## src/rtl/wb_arbiter_pkg.sv

```systemverilog
// Shared types and constants for the scoreboard writeback arbiter.
// Exceptions travel through the arbiter as opaque data alongside the result.
package wb_arbiter_pkg;

   localparam int TRANS_ID_BITS = 3;
   localparam int NR_WB_REQ     = 6;
   localparam int WB_DATA_W     = 64;

   localparam logic [63:0] LD_ACCESS_FAULT = 64'd5;

   typedef struct packed {
      logic [63:0] cause;
      logic [63:0] tval;
      logic        valid;
   } exception_t;

   typedef struct packed {
      logic [TRANS_ID_BITS-1:0] trans_id;
      logic [WB_DATA_W-1:0]     result;
      exception_t               ex;
   } wb_entry_t;

endpackage

```

## src/rtl/wb_arbiter_rr_arbiter.sv

```systemverilog
// Combinational round-robin picker: first set request at or after ptr, wrapping.
// Produces a one-hot grant and its encoded index; reusable wherever N agents share a port.
module wb_arbiter_rr_arbiter #(
   parameter  int N     = 6,
   localparam int IDX_W = $clog2(N)
) (
   input  logic [N-1:0]     req,
   input  logic [IDX_W-1:0] ptr,
   output logic [N-1:0]     gnt,
   output logic [IDX_W-1:0] idx
);

   int               pos;
   logic [IDX_W-1:0] pos_idx;
   logic             found;

   always_comb begin
      gnt     = '0;
      idx     = '0;
      found   = 1'b0;
      pos     = 0;
      pos_idx = '0;
      for (int k = 0; k < N; k++) begin
         pos = int'(ptr) + k;
         if (pos >= N) pos = pos - N;
         pos_idx = IDX_W'(pos);
         if (!found && req[pos_idx]) begin
            found        = 1'b1;
            gnt[pos_idx] = 1'b1;
            idx          = pos_idx;
         end
      end
   end

endmodule

```

## src/rtl/wb_arbiter.sv

```systemverilog
// Round-robin writeback arbiter: picks one functional-unit result per cycle
// and registers it into a single-entry stage feeding the scoreboard.
module wb_arbiter
   import wb_arbiter_pkg::*;
#(
   parameter  int NR_REQ     = NR_WB_REQ,
   parameter  int DATA_W     = WB_DATA_W,
   parameter  int TRANS_ID_W = TRANS_ID_BITS,
   localparam int SRC_W      = $clog2(NR_REQ)
) (
   input  logic                                clk_i,
   input  logic                                rst_i,
   input  logic                                flush_i,
   input  logic [NR_REQ-1:0]                   req_valid_i,
   output logic [NR_REQ-1:0]                   req_ready_o,
   input  logic [NR_REQ-1:0][TRANS_ID_W-1:0]   req_trans_id_i,
   input  logic [NR_REQ-1:0][DATA_W-1:0]       req_result_i,
   input  exception_t [NR_REQ-1:0]             req_ex_i,
   output logic                                wb_valid_o,
   input  logic                                wb_ready_i,
   output logic [TRANS_ID_W-1:0]               wb_trans_id_o,
   output logic [DATA_W-1:0]                   wb_result_o,
   output exception_t                          wb_ex_o,
   output logic [SRC_W-1:0]                    wb_src_o
);

   // Handshake: a unit's result transfers on a rising edge where req_valid_i[i]
   // and req_ready_o[i] are both high; the output entry leaves on an edge where
   // wb_valid_o and wb_ready_i are both high. Ready never looks at payload data.

   logic [SRC_W-1:0]  rr_ptr;
   logic [NR_REQ-1:0] rr_gnt;
   logic [SRC_W-1:0]  gnt_idx;
   logic              slot_free;
   logic              arb_en;
   logic              grant;

   wb_arbiter_rr_arbiter #(.N(NR_REQ)) u_rr (
      .req (req_valid_i),
      .ptr (rr_ptr),
      .gnt (rr_gnt),
      .idx (gnt_idx)
   );

   assign slot_free   = !wb_valid_o || wb_ready_i;
   assign arb_en      = slot_free && !flush_i && !rst_i;
   assign req_ready_o = arb_en ? rr_gnt : '0;
   assign grant       = |req_ready_o;

   always_ff @(posedge clk_i) begin
      if (rst_i) begin
         wb_valid_o    <= 1'b0;
         wb_trans_id_o <= '0;
         wb_result_o   <= '0;
         wb_ex_o       <= '0;
         wb_src_o      <= '0;
         rr_ptr        <= '0;
      end else if (flush_i) begin
         // Entry is discarded even under backpressure; payload is left as-is.
         wb_valid_o <= 1'b0;
      end else if (grant) begin
         wb_valid_o    <= 1'b1;
         wb_trans_id_o <= req_trans_id_i[gnt_idx];
         wb_result_o   <= req_result_i[gnt_idx];
         wb_ex_o       <= req_ex_i[gnt_idx];
         wb_src_o      <= gnt_idx;
         rr_ptr        <= (gnt_idx == SRC_W'(NR_REQ - 1)) ? '0 : gnt_idx + 1'b1;
      end else if (wb_ready_i) begin
         wb_valid_o <= 1'b0;
      end
   end

   logic [TRANS_ID_W-1:0] sel_trans_id;
   assign sel_trans_id = req_trans_id_i[gnt_idx];

   a_ready_onehot0 : assert property (@(posedge clk_i) $onehot0(req_ready_o));

   a_no_grant_flush_rst : assert property (@(posedge clk_i)
      (flush_i || rst_i) |-> (req_ready_o == '0));

   a_stable_backpressure : assert property (@(posedge clk_i) disable iff (rst_i)
      (wb_valid_o && !wb_ready_i && !flush_i) |=>
      $stable({wb_valid_o, wb_trans_id_o, wb_result_o, wb_ex_o, wb_src_o}));

   a_trans_id_kept : assert property (@(posedge clk_i) disable iff (rst_i)
      grant |=> (wb_trans_id_o == $past(sel_trans_id)));

endmodule

```

## config.mk

```make
export PLATFORM = sky130hd
export DESIGN_NAME = wb_arbiter
export DESIGN_NICKNAME = d
export VERILOG_FILES = /design/src/rtl/wb_arbiter_pkg.sv /design/src/rtl/wb_arbiter_rr_arbiter.sv /design/src/rtl/wb_arbiter.sv
export SDC_FILE = /design/constraint.sdc
export NUM_CORES = 1
export LEC_CHECK = 0
export ABC_AREA = 0
export CAP_MARGIN = 30
export CORE_AREA = 3 3 543 545
export CTS_CLUSTER_SIZE = 30
export DETAILED_ROUTE_END_ITERATION = 12
export DIE_AREA = 0 0 546 548
export GPL_TIMING_DRIVEN = 0
export HOLD_SLACK_MARGIN = 0.05
export PLACE_DENSITY = 0.33
export SYNTH_ARGS = -nofsm -noshare
export SYNTH_HDL_FRONTEND = slang
export SYNTH_HIERARCHICAL = 1
export SYNTH_SLANG_ARGS = --single-unit
export TNS_END_PERCENT = 5
```

## constraint.sdc

```tcl
create_clock -name clk_i -period 7.29 [get_ports clk_i]
set_input_delay 1.458 -clock clk_i [delete_from_list [all_inputs] [get_ports clk_i]]
set_output_delay 1.458 -clock clk_i [all_outputs]
set_load 0.005 [all_outputs]
```

==> impl_metrics.env, run 1 <==
export IMPL_status="completed"
export IMPL_crit_top_cell="buf_2"
export IMPL_path_clk_slew_ns=0.07
export IMPL_totalWireLength_microns=226000
export IMPL_hold_class="flop to flop"
export IMPL_fmax_mhz=145
export IMPL_fin_util_pct=13.5
export IMPL_clk_latency_ns=0.67
export IMPL_cellPowerDensity_nw_per_um2=745
export IMPL_seq_area_frac_synth_pct=21.7
export IMPL_crit_chain="buf_6, buf_4, buf_2, inv_1, ha_1, buf_2, buf_2, mux2i_1, or2_1, nand3_1, nor4b_4, nand3b_2, a32oi_1, and2_1, clkdlybuf4s50_1"
export IMPL_max_slew_margin_pct=30.5
export IMPL_areaGrowthSynthToFinish_pct=109
export IMPL_cp_arrival_ns=5.42
export IMPL_gp_congestion=0.905
export IMPL_worst_ep_required_time_ns=5.83
export IMPL_syn_inst=1948
export IMPL_ant_nets=0
export IMPL_synth_nets=3141
export IMPL_synth_edff_count=0
export IMPL_dr_pass1_iters=5
export IMPL_end_kind="output pin"
export IMPL_cts_num_sinks=203
export IMPL_antenna_found_initial=152
export IMPL_stdcell_count=7368
export IMPL_grt_pass1_wl_microns=280000
export IMPL_clockBufferDepth=3
export IMPL_vias_per_cell=3.08
export IMPL_vias=22700
export IMPL_drc_errors=0
export IMPL_synth_simple_area_share_pct=34.4
export IMPL_wire_per_inst_microns=30.7
export IMPL_cp_startpoint="rr_ptr[0]$_SDFFE_PP0P_"
export IMPL_die_area_sq_um=299000
export IMPL_reg2reg_setup_slack_ns=0.59
export IMPL_hpwl_microns=207000
export IMPL_cts_made_buffers=30
export IMPL_ys_flop_type="dfxtp_1"
export IMPL_holdWs_ns=0.467
export IMPL_cp_num_buf_inv=7
export IMPL_num_nets_final=4590
export IMPL_maxCapViolCount=0
export IMPL_r2r_cells=20
export IMPL_crit_end="req_ready_o[3]"
export IMPL_power_mw=29.1
export IMPL_dieHeight_microns=548
export IMPL_grt_max_degree=15
export IMPL_rsz0062_at_grt="false"
export IMPL_fin_crit_ns=6.88
export IMPL_finalWorstSetupSlack_ns=0.412
export IMPL_max_slew_worst_pin_slew_ns=1.01
export IMPL_use_met3_pct=4.93
export IMPL_slowest_delay_ns=0.53
export IMPL_ys_ff_latch=203
export IMPL_synth_mux_area_share_pct=34.7
export IMPL_dp_cells=7263
export IMPL_num_io_pins=1392
export IMPL_async_flop_share_pct=0
export IMPL_cpMaxStageDelayCell="clkdlybuf4s50_1"
export IMPL_ir_drop_mv=0.413
export IMPL_start_util_pct=6.44
export IMPL_cts_root_buf="clkbuf_16"
export IMPL_min_delay_start="wb_src_o[1]$_SDFFE_PP0P_"
export IMPL_drtIter0Drc=1222
export IMPL_grt_overflow=0
export IMPL_pre_cts_slack_ns=-0.195
export IMPL_met1_usage_pct=15.8
export IMPL_synth_compound_area_share_pct=2.41
export IMPL_htreeDepth=1
export IMPL_crit_fanout=10
export IMPL_setup_violations_final=0
export IMPL_cts_tree="done"
export IMPL_synth_cell_area_sq_um=18700
export IMPL_core_area_sq_um=291000
export IMPL_grt_busiest_layer="met2"
export IMPL_die_w_microns=546
export IMPL_critPathKind="flop to output pin"
export IMPL_slew_violations=0
export IMPL_synth_cell_types=64
export IMPL_final_period_utilization_pct=94.4
export IMPL_use_met2_pct=26.3
export IMPL_reg2reg_from="rr_ptr[0]$_SDFFE_PP0P_"
export IMPL_std_cell_rows=198
export IMPL_first_global_vias=24300
export IMPL_ys_warn_count=6
export IMPL_critPathTopFamily="buffers and inverters"
export IMPL_synth_xor_area_share_pct=0.361
export IMPL_drive_gt1_share_pct=18.9
export IMPL_portBuffers=1390
export IMPL_synth_top_family_by_area="multiplexers"
export IMPL_path_depth=15
export IMPL_synthAdderAreaFrac_pct=0.468
export IMPL_critPathLaunchType="flop"
export IMPL_hold_viol_final=0
export IMPL_postSynthAreaPerCell_sq_um=9.61
export IMPL_power_leakage_nw=12.8
export IMPL_r2r_end="wb_ex_o[122]$_SDFFE_PP0P_"
export IMPL_finClkSkew_ns=0.0371
export IMPL_track_usage_pct=14.5
## worst min-delay path by stage
| stage | to | cells past startpoint | slack [ns] |
|---|---|---|---|
| after global routing | wb_src_o[2]$_SDFFE_PP0P_ | 2 | 0.49 |
| after detailed placement | wb_src_o[1]$_SDFFE_PP0P_ | 2 | 0.46 |
| after global placement | wb_src_o[0]$_SDFFE_PP0P_ | 2 | 0.45 |
| after CTS | wb_src_o[1]$_SDFFE_PP0P_ | 2 | 0.47 |
| final | wb_src_o[1]$_SDFFE_PP0P_ | 2 | 0.47 |
| after floorplan | wb_src_o[0]$_SDFFE_PP0P_ | 2 | 0.45 |
## timing repair
| item | CTS | global route |
|---|---|---|
| setup buffers | 0 | 0 |
| gates resized for setup | 0 | 3 |
| setup endpoints to repair | 0 | 3 |
| hold buffers | 0 | 0 |
## cells by family (layout without fill, tap and decap cells)
family,Yosys count,count (layout)
AO/OA/AOI/OAI,58,58
other,0,47
XOR/XNOR,6,6
multiplexers,403,403
adder cells (fa/ha/maj),7,7
flip-flops,203,203
buffers and inverters,193,1666
AND/OR/NAND/NOR,1078,1078
## worst register-to-register path: stages (launching register included)
cell      delay [ns]
dfxtp_1         0.50
buf_6           0.20
buf_4           0.19
buf_2           0.28
inv_1           0.20
ha_1            0.41
buf_2           0.25
buf_2           0.28
mux2i_1         0.19
or2_1           0.34
a21boi_1        0.44
and2_1          0.26
nor3_1          0.07
o21ai_1         0.27
buf_2           0.63
clkbuf_2        0.57
buf_12          0.21
clkbuf_1        0.48
nor2b_1         0.12
nor3_2          0.56
nor3_2          0.09
## sequential cells by signal (all words and copies together), names as in the netlist
signal,flops
rr_ptr,3
wb_result_o,64
wb_ex_o,129
wb_valid_o,1
wb_trans_id_o,3
wb_src_o,3
## report_power, final
part	switching [mW]	internal, mW	total [mW]	leakage, nW
Clock	0.688	0.977	1.67	0.531
Combinational	15.3	10.2	25.4	10.6
Sequential	0.363	1.67	2.03	1.67
Total	16.3	12.8	29.1	12.8
## Yosys cell counts, types with 2 or more instances
library cell | n | area share (%)
a211o_1 | 2 | 0.094
dfxtp_1 | 203 | 22
a21oi_1 | 10 | 0.27
or2_1 | 3 | 0.10
clkbuf_1 | 72 | 1.4
o21ai_0 | 6 | 0.16
nand3b_1 | 4 | 0.16
nand2b_1 | 6 | 0.20
nor2_1 | 404 | 8.1
o311ai_0 | 2 | 0.094
o211a_1 | 2 | 0.11
nor2b_1 | 201 | 6.7
and2_1 | 8 | 0.27
or3_1 | 6 | 0.20
nand3_1 | 4 | 0.11
a21o_1 | 2 | 0.080
xnor2_1 | 3 | 0.14
a211oi_1 | 4 | 0.16
ha_1 | 7 | 0.47
a31oi_1 | 7 | 0.23
mux2_2 | 3 | 0.18
inv_1 | 8 | 0.16
xnor2_2 | 2 | 0.17
buf_1 | 12 | 0.24
nor3_1 | 159 | 4.2
a311oi_1 | 2 | 0.094
o31a_1 | 3 | 0.14
buf_4 | 30 | 1.2
buf_6 | 30 | 1.8
a32oi_1 | 4 | 0.19
buf_2 | 41 | 1.1
or3b_1 | 2 | 0.094
nor4_1 | 5 | 0.17
mux2i_1 | 203 | 11
mux4_2 | 196 | 24
nand2_1 | 23 | 0.46
nand3_2 | 2 | 0.11
nor3_2 | 240 | 13
o211ai_1 | 2 | 0.080
## stage by stage
stage | area (sq um) | TNS [ns]
6_report | 39100 | 0
5_1_grt | 39100 | 0
4_1_cts | 39000 | 0
3_5_place_dp | 37900 | -0.418
3_3_place_gp | 37500 | -83.06
2_1_floorplan | 18700 | 0
## routing by layer
metal	routed length, microns	vias to the layer above
met3	19700	257
met5	420	-
met2	115000	1287
met1	83500	11000
li1	-	10000
met4	7850	66
## cells in the final DEF (no fill, tap or decap), drive strengths merged, types with 3 or more instances in the layout
cell type      count
and2               8
clkbuf           115
nor4               6
or3                6
ha                 7
nand2             23
xnor2              5
nor2b            201
nand3              6
or2                4
mux2i            204
mux4             196
nor2             404
a211oi             5
a21oi             11
bufinv             3
clkinv             8
mux2               3
a31oi              7
o31a               3
clkdlybuf4s50   1390
inv                8
buf              140
o21ai              7
nand2b             6
nand3b             5
diode             47
a32oi              5
dfxtp            203
nor3             399
## final cells by class
| type | count | area, sq um |
|---|---|---|
| fill | 33100 | 251000 |
| timing repair buffer | 1417 | 14300 |
| multi-input combinational | 1552 | 13600 |
| tap | 3900 | 4880 |
| sequential | 203 | 4060 |
| buffer | 185 | 1090 |
| clock buffer | 43 | 921 |
| clock inverter | 13 | 160 |
| antenna | 47 | 118 |
| inverter | 8 | 30.0 |
No activity file was read; power rests on OpenSTA's default activity.
==> run 2, diff against run 1 <==
--- a/config.mk
+++ b/config.mk
@@ -14,6 +14,7 @@
 export GPL_TIMING_DRIVEN = 0
 export HOLD_SLACK_MARGIN = 0.05
 export PLACE_DENSITY = 0.33
+export SLEW_MARGIN = 20
 export SYNTH_ARGS = -nofsm -noshare
 export SYNTH_HDL_FRONTEND = slang
 export SYNTH_HIERARCHICAL = 1
==> run 2 against run 1 <==
Clock skew increased by 0.0046 ns. Via count about the same. Sequential power about the same. Largest cell class unchanged.
==> impl_metrics.env, run 2 (synthesized netlist as in run 1, its figures left out) <==
export IMPL_status="completed"
export IMPL_maxCapViolCount=0
export IMPL_rsz0062_at_grt="true"
export IMPL_clk_latency_ns=0.66
export IMPL_crit_fanout=10
export IMPL_drc_errors=0
export IMPL_hold_viol_final=0
export IMPL_std_cell_rows=198
export IMPL_gp_congestion=0.905
export IMPL_hold_class="flop to flop"
export IMPL_cts_tree="done"
export IMPL_cts_made_buffers=30
export IMPL_num_io_pins=1392
export IMPL_fin_crit_ns=6.94
export IMPL_drive_gt1_share_pct=18.7
export IMPL_cts_num_sinks=203
export IMPL_max_slew_margin_pct=34.0
export IMPL_reg_largest_list="wb_ex_o (129), wb_result_o (64)"
export IMPL_grt_pass1_wl_microns=280000
export IMPL_dieHeight_microns=548
export IMPL_core_area_sq_um=291000
export IMPL_post_cts_buffers=0
export IMPL_ant_nets=0
export IMPL_htreeDepth=1
export IMPL_die_w_microns=546
export IMPL_fmax_mhz=144
export IMPL_cellPowerDensity_nw_per_um2=742
export IMPL_critPathLaunchType="flop"
export IMPL_max_slew_worst_pin_slew_ns=0.963
export IMPL_final_period_utilization_pct=95.1
export IMPL_first_global_vias=24300
export IMPL_track_usage_pct=14.5
export IMPL_clockBufferDepth=3
export IMPL_fill_cells=33100
export IMPL_finClkSkew_ns=0.0417
export IMPL_cts_root_buf="clkbuf_16"
export IMPL_wire_per_inst_microns=30.7
export IMPL_top_register="wb_ex_o"
export IMPL_die_area_sq_um=299000
export IMPL_hpwl_microns=206000
export IMPL_start_util_pct=6.44
export IMPL_dr_pass1_iters=6
export IMPL_setup_violations_final=0
export IMPL_reg2reg_setup_slack_ns=0.54
export IMPL_end_kind="output pin"
export IMPL_largest_reg_flops=129
export IMPL_mostFrequentLayoutCells="clkdlybuf4s50_1 (1390), nor2_1 (404), nor3_2 (238)"
export IMPL_grt_overflow=0
export IMPL_final_common_cell="clkdlybuf4s50_1"
export IMPL_num_nets_final=4580
export IMPL_power_leakage_nw=12.7
export IMPL_portBuffers=1390
export IMPL_cp_arrival_ns=5.48
export IMPL_antenna_found_initial=152
export IMPL_vias=22700
export IMPL_ir_drop_mv=0.377
export IMPL_worst_ep_required_time_ns=5.83
export IMPL_totalWireLength_microns=226000
export IMPL_vias_per_cell=3.08
export IMPL_power_mw=28.9
export IMPL_path_clk_slew_ns=0.07
export IMPL_setup_tns_final_ns=0
export IMPL_drtIter0Drc=1388
export IMPL_areaGrowthSynthToFinish_pct=108
export IMPL_grt_max_degree=15
export IMPL_slew_violations=0
export IMPL_critPathKind="flop to output pin"
[run 2: cell count changes in the layout (fill, tap and decap cells not counted), moves of 3 or more]
cell | before | now
clkbuf_8 | 10 | 2
clkbuf_2 | 4 | 8
clkinv_2 | 4 | 7
diode_2 | 47 | 52
buf_8 | 8 | 0
[run 2: cell type report]
| type | instances | area [sq um] | share of cell area [%] |
|---|---|---|---|
| flip-flops and latches | 203 | 4060 | 10.4 |
| well taps | 3900 | 4880 | 12.5 |
| clock inverters | 16 | 179 | 0.460 |
| inverters | 8 | 30.0 | 0.0772 |
| clock buffers | 38 | 822 | 2.11 |
| plain buffers | 185 | 1100 | 2.83 |
| multi-input cells | 1552 | 13600 | 34.9 |
| diodes | 52 | 130 | 0.335 |
| repair buffers | 1407 | 14100 | 36.3 |
[run 2: metrics by stage]
step / area (sq um) / instances / util [%] / setup WS (ns) / hold slack [ns]
floorplan: 18700 / 1948 / - / 2.53 / 0.453
global placement: 37500 / 7238 / 12.9 / -1.73 / 0.455
detailed placement: 37800 / 7254 / 13.0 / -0.156 / 0.459
CTS: 38800 / 7308 / 13.3 / 0.0685 / 0.468
global route: 38800 / 7340 / 13.4 / -0.000605 / 0.487
finish: 38900 / 7361 / 13.4 / 0.354 / 0.470
[run 2: path summary, 6_finish.rpt]
path,start,endpoint,cells past startpoint
setup / recovery,rr_ptr[0]$_SDFFE_PP0P_,req_ready_o[3],14
hold / removal,wb_src_o[2]$_SDFFE_PP0P_,wb_src_o[2]$_SDFFE_PP0P_,2
setup reg to reg,rr_ptr[0]$_SDFFE_PP0P_,wb_ex_o[67]$_SDFFE_PP0P_,20
hold reg to reg,wb_src_o[2]$_SDFFE_PP0P_,wb_src_o[2]$_SDFFE_PP0P_,2
[run 2: timing repair]
| item | in CTS | in global routing |
|---|---|---|
| hold buffers | 0 | 0 |
| endpoints found under the setup margin | 0 | 6 |
| gates resized for setup | 0 | 4 |
[run 2: where the power goes]
part	internal (mW)	leakage, nW	total (mW)	switching, mW
registers	1.67	1.67	2.03	0.360
logic	10.1	10.5	25.3	15.2
clock network	0.900	0.495	1.58	0.677
[run 2: worst max-delay path, cell delays in order (launching register included)]
cell and delay [ns]:
dfxtp_1 0.51, buf_6 0.20, buf_4 0.19, buf_2 0.26, inv_1 0.19, ha_1 0.42
buf_2 0.25, buf_2 0.28, a311oi_1 0.14, a221oi_2 0.51, nand3_2 0.23, or3_1 0.43
a32oi_1 0.44, and2_1 0.21, clkdlybuf4s50_1 0.53
[run 2: metal layers]
metal	vias to the layer above	part of all wire (%)	GRT usage, %
met4	74	3.3	4.23
met3	279	9.0	4.97
met2	1299	51	26.5
met5	-	0.20	0
met1	11000	36	15.7
li1	10000	-	-
